===== src/rtl/probe_capture.sv =====
// Probe capture: synchronises and debounces WIDTH probe pins, detects masked edge-qualified
// changes, pulses a trigger and logs {debounced value, timestamp} into a FWFT event FIFO.
module probe_capture #(
  parameter int WIDTH      = 8,
  parameter int DB_CYCLES  = 4,
  parameter int FIFO_DEPTH = 16,
  parameter int TS_WIDTH   = 16
) (
  input  logic                          clk,
  input  logic                          reset,
  input  logic [WIDTH-1:0]              probe,
  input  logic [WIDTH-1:0]              mask,
  input  logic [1:0]                    mode,
  input  logic                          arm,
  input  logic                          clear_ovf,
  output logic [WIDTH-1:0]              data,
  output logic                          trigger,
  output logic                          evt_valid,
  input  logic                          evt_ready,
  output logic [WIDTH-1:0]              evt_data,
  output logic [TS_WIDTH-1:0]           evt_ts,
  output logic [$clog2(FIFO_DEPTH):0]   fifo_count,
  output logic                          overflow
);

  localparam int AW = $clog2(FIFO_DEPTH);
  localparam int CW = $clog2(DB_CYCLES + 1);
  localparam logic [CW-1:0] CNT_LAST = CW'(DB_CYCLES - 1);
  localparam logic [AW:0]   DEPTH_C  = (AW + 1)'(FIFO_DEPTH);

  logic [WIDTH-1:0]    sync1, sync2, db;
  logic [CW-1:0]       cnt [WIDTH];
  logic [WIDTH-1:0]    rise, fall, q;
  logic                hit, full, pop, push, drop;
  logic [TS_WIDTH-1:0] ts;
  logic [AW-1:0]       wr_ptr, rd_ptr;
  logic [WIDTH-1:0]    mem_data [FIFO_DEPTH];
  logic [TS_WIDTH-1:0] mem_ts   [FIFO_DEPTH];

  always_ff @(posedge clk or posedge reset) begin
    if (reset) begin
      sync1 <= '0;
      sync2 <= '0;
    end else begin
      sync1 <= probe;
      sync2 <= sync1;
    end
  end

  // A bit flips on its DB_CYCLES-th consecutive differing cycle; any agreement restarts the count.
  always_ff @(posedge clk or posedge reset) begin
    if (reset) begin
      db <= '0;
      for (int i = 0; i < WIDTH; i++) cnt[i] <= '0;
    end else begin
      for (int i = 0; i < WIDTH; i++) begin
        if (sync2[i] == db[i]) begin
          cnt[i] <= '0;
        end else if (cnt[i] == CNT_LAST) begin
          db[i]  <= ~db[i];
          cnt[i] <= '0;
        end else begin
          cnt[i] <= cnt[i] + CW'(1);
        end
      end
    end
  end

  always_comb begin
    rise = db & ~data & mask;
    fall = ~db & data & mask;
    q    = '0;
    case (mode)
      2'b00:   q = rise | fall;
      2'b01:   q = rise;
      2'b10:   q = fall;
      default: q = '0;
    endcase
    hit = (|q) & arm;
  end

  always_ff @(posedge clk or posedge reset) begin
    if (reset) begin
      data    <= '0;
      trigger <= 1'b0;
      ts      <= '0;
    end else begin
      data    <= db;
      trigger <= hit;
      ts      <= ts + TS_WIDTH'(1);
    end
  end

  // A pop frees the slot for a same-cycle push, so a full FIFO only drops when nobody drains it.
  assign full      = (fifo_count == DEPTH_C);
  assign evt_valid = (fifo_count != '0);
  assign pop       = evt_valid & evt_ready;
  assign push      = hit & (~full | pop);
  assign drop      = hit & full & ~pop;
  assign evt_data  = mem_data[rd_ptr];
  assign evt_ts    = mem_ts[rd_ptr];

  always_ff @(posedge clk) begin
    if (push) begin
      mem_data[wr_ptr] <= db;
      mem_ts[wr_ptr]   <= ts;
    end
  end

  always_ff @(posedge clk or posedge reset) begin
    if (reset) begin
      wr_ptr     <= '0;
      rd_ptr     <= '0;
      fifo_count <= '0;
      overflow   <= 1'b0;
    end else begin
      if (push) wr_ptr <= wr_ptr + AW'(1);
      if (pop)  rd_ptr <= rd_ptr + AW'(1);
      if (push && !pop)      fifo_count <= fifo_count + (AW + 1)'(1);
      else if (pop && !push) fifo_count <= fifo_count - (AW + 1)'(1);
      if (drop)           overflow <= 1'b1;
      else if (clear_ovf) overflow <= 1'b0;
    end
  end

endmodule


===== config.mk =====
export PLATFORM = sky130hd
export DESIGN_NAME = probe_capture
export DESIGN_NICKNAME = d
export VERILOG_FILES = /design/src/rtl/probe_capture.sv
export SDC_FILE = /design/constraint.sdc
export NUM_CORES = 1
export LEC_CHECK = 0
export CAP_MARGIN = 30
export CORE_UTILIZATION = 60
export DETAILED_ROUTE_END_ITERATION = 8
export PLACE_DENSITY = 0.8
export REMOVE_ABC_BUFFERS = 1
export SYNTH_ARGS = -nofsm -noshare
export SYNTH_HDL_FRONTEND = slang
export SYNTH_SLANG_ARGS = --single-unit

===== constraint.sdc =====
create_clock -name clk -period 3.4 [get_ports clk]
set_clock_uncertainty 0.15 [all_clocks]
set_input_delay 0.51 -clock clk [delete_from_list [all_inputs] [get_ports clk]]
set_output_delay 0.51 -clock clk [all_outputs]
set_load 0.02 [all_outputs]

==> out/qor.csv <==
metric;value;unit
pwr/cell area;839;nW/µm²
clock tree root buffer cell;clkbuf_16;
shortest clock period the worst path allows after layout;3.34;ns
Post-Syn Instances;816;
final setup TNS;0;ns
Total Wirelength;36500;µm
worst slew margin relative to its limit;48.1;%
area enclosed by the die boundary;30700;µm²
core area;29600;µm²
Nets;995;
Synth Cell Area;18000;µm²
internal reg-to-reg setup slack;0.19;ns
clock tree from TritonCTS;done;
post-detail-place hpwl;19100;µm
final-report max-slew violation count;0;
initial cell density of the core;61.0;%
antenna fix cells;0;
average size of a mapped cell;22.1;µm²
unrepaired setup endpoints after global routing;no;
portion of the post-synthesis area used by sequential elements;76.1;%
detailed-routing iteration count for the pre-antenna-repair pass;5;
run status;finished clean;
vias in the first global route;9052;
routability congestion estimate;0.772;
number of I/O pins;63;
Hold Path Cell Cnt;0;
die outline height;175;µm
share of synthesized registers carrying an async set or reset;18.5;%
antenna violations before repair;0;
number of enable-type register cells in the synthesized netlist;384;
fraction of layout cells with a size suffix above 1;27.6;%
wire length of the first global-routing pass;54700;µm
depth of the most critical reg-to-reg path;12;
Vias/cell;6.25;
kind of end point of the critical path;output port;
YS warnings;0;
clock buffer depth;3;
Via Count;8600;
Peak Freq;299;MHz
NetSw;5.16;mW
Least-Margin Pin Slew;0.778;ns
overall routing resource usage;24.7;%
sink count of the clock tree;471;
maximum fanout along the worst path;12;
standard-cell row count;63;
post-route cell area;21100;µm²
Pleak;7.58;nW
Max Cap Viol;0;
Primary FF master, synth;edfxtp_1;
die extent in x;175;µm
pin count of the biggest net entering global routing;60;
synthesis-stage register bit count;471;
Wirelength per Cell;26.5;µm
total setup violations reported at the end of the flow;0;
number of buffers inserted during clock tree synthesis;44;
register clock-pin slew on the reported worst setup and hold paths;0.06;ns
most used cells in the layout excluding fill and tap cells;384 x edfxtp_1, 120 x mux4_2, 83 x dfrtp_1;
path category of the worst min-delay check;reg2reg;
sequential cell area;13700;µm²
portion of total power attributed to the clock network;26.8;%
Clock H-tree levels;2;
violation count after the first detailed-route iteration;845;
data required time at the worst endpoint;2.74;ns
post-detailed-route count of antenna-violating nets;0;
layout-stage area growth over the synthesis result;17.3;%
Final Hold Vio Count;0;
distinct cell type count after synthesis;37;
number of fill cells in the layout;1686;
cell area reported after detailed placement;19600;µm²
kind of launch point of the worst setup path;flop;
arrival time of data at the critical path endpoint;2.68;ns
remaining global-route overflow;0;
clk_lat worst skew;0.53;ns
post-detailed-route DRC marker count;0;
fraction of power spent switching nets;29.1;%
quantity of I/O buffers inserted on ports;62;
area of combinational cells with multiple inputs;4110;µm²
maximum resistive drop on vdd;0.540;mV
cell internal pwr;12.6;mW
part of the cycle the worst path needs;98.4;%
share of the core filled with cells;71.5;%
fraction of power consumed by combinational cells;30.9;%
Worst Path Class, Setup;reg2out;
proportion of power drawn by flip-flops and latches;42.4;%
most common library cell in the layout ignoring fill and taps;edfxtp_1;
-- worst max-delay path, stage by stage (launching register included) --
cell	delay (ns)
dfrtp_4	0.44
buf_12	0.16
buf_12	0.17
mux4_2	0.52
mux4_2	0.53
clkdlybuf4s15_1	0.32
-- per-layer routing --
layer  track usage [%]  vias up  part of all wire (%)
met5                 0        -                     0
li1                  -     3618                     -
met3              4.91       72                   7.7
met2              41.0      419                    51
met1              33.5     4491                    39
met4              8.01        0                   2.7
-- path summary, 6_finish.rpt --
kind	to	from
max	evt_data[6]	rd_ptr[0]
min	sync2[3]	sync1[3]
max reg2reg	fifo_count[4]	fifo_count[0]
min reg2reg	sync2[3]	sync1[3]
max in group asynchronous	fifo_count[0]	reset
min in group asynchronous	cnt[21]	reset
-- kinds of logic after synthesis --
group | share of synthesized area (%)
XOR/XNOR | 1.60
buffers and inverters | 1.15
adder cells (fa/ha/maj) | 1.36
multiplexers | 15.6
AO/OA/AOI/OAI | 0.583
AND/OR/NAND/NOR | 3.68
flip-flops | 76.1
-- through the flow --
stage | instances | hold WS [ns] | total power, mW | setup slack (ns)
final | 1377 | 0.197 | 17.7 | 0.0555
after global routing | 1377 | 0.201 | 18.4 | 0.00144
after CTS | 1377 | 0.198 | 17.8 | 0.00245
after detailed placement | 1282 | 0.185 | 13.0 | -0.113
after global placement | 1282 | 0.182 | 12.9 | 0.0395
after floorplan | 783 | 0.181 | 11.0 | -2.27
-- power groups by stage --
stage / logic, mW / registers (mW) / clock network (mW)
2_1_floorplan: 2.88 / 8.09 / 0
3_3_place_gp: 5.24 / 7.61 / 0
3_5_place_dp: 5.32 / 7.64 / 0
4_1_cts: 5.51 / 7.51 / 4.80
5_1_grt: 5.83 / 7.56 / 5.02
6_report: 5.47 / 7.51 / 4.75
-- area by class of cell --
cell class / instances / share of cell area (%)
repair buffers: 124 / 6.58
inverters: 7 / 0.136
clock buffers: 62 / 5.97
multi-input cells: 305 / 19.4
flip-flops and latches: 471 / 64.9
clock inverters: 18 / 0.645
well taps: 390 / 2.31
-- cells in the mapped netlist (all sizes together) (5+ instances only) --
cell type    n  share of area (%)
ha          18                1.2
nor2b        9               0.31
nand3        6               0.17
buf         19               0.71
nand2b       5               0.17
nor2         6               0.12
nand4        6               0.21
and3        19               0.66
inv          7               0.15
nor3b       23               0.96
o21ai       10               0.28
clkbuf      14               0.29
mux4       120                 15
dfrtp       87                 12
mux2         9               0.56
edfxtp     384                 64
nand2       13               0.27
xnor2       29                1.4
-- state kept, by name, summed over array words and instances, names as in the netlist --
signal,cells
sync2,8
db,8
cnt,24
trigger,1
overflow,1
fifo_count,5
mem_data,128
sync1,8
mem_ts,256
rd_ptr,4
ts,16
wr_ptr,4
data,8
-- what timing repair did --
| action | 4_1_cts | 5_1_grt |
|---|---|---|
| resized for setup | 55 | 17 |
| hold endpoints to repair | 0 | 0 |
| endpoints found under the setup margin | 24 | 9 |
| gates cloned | 2 | 0 |
| hold buffers | 0 | 0 |
| setup buffers | 13 | 0 |
| pin swaps | 0 | 0 |
Note: power is estimated with default switching activity, not from simulation.
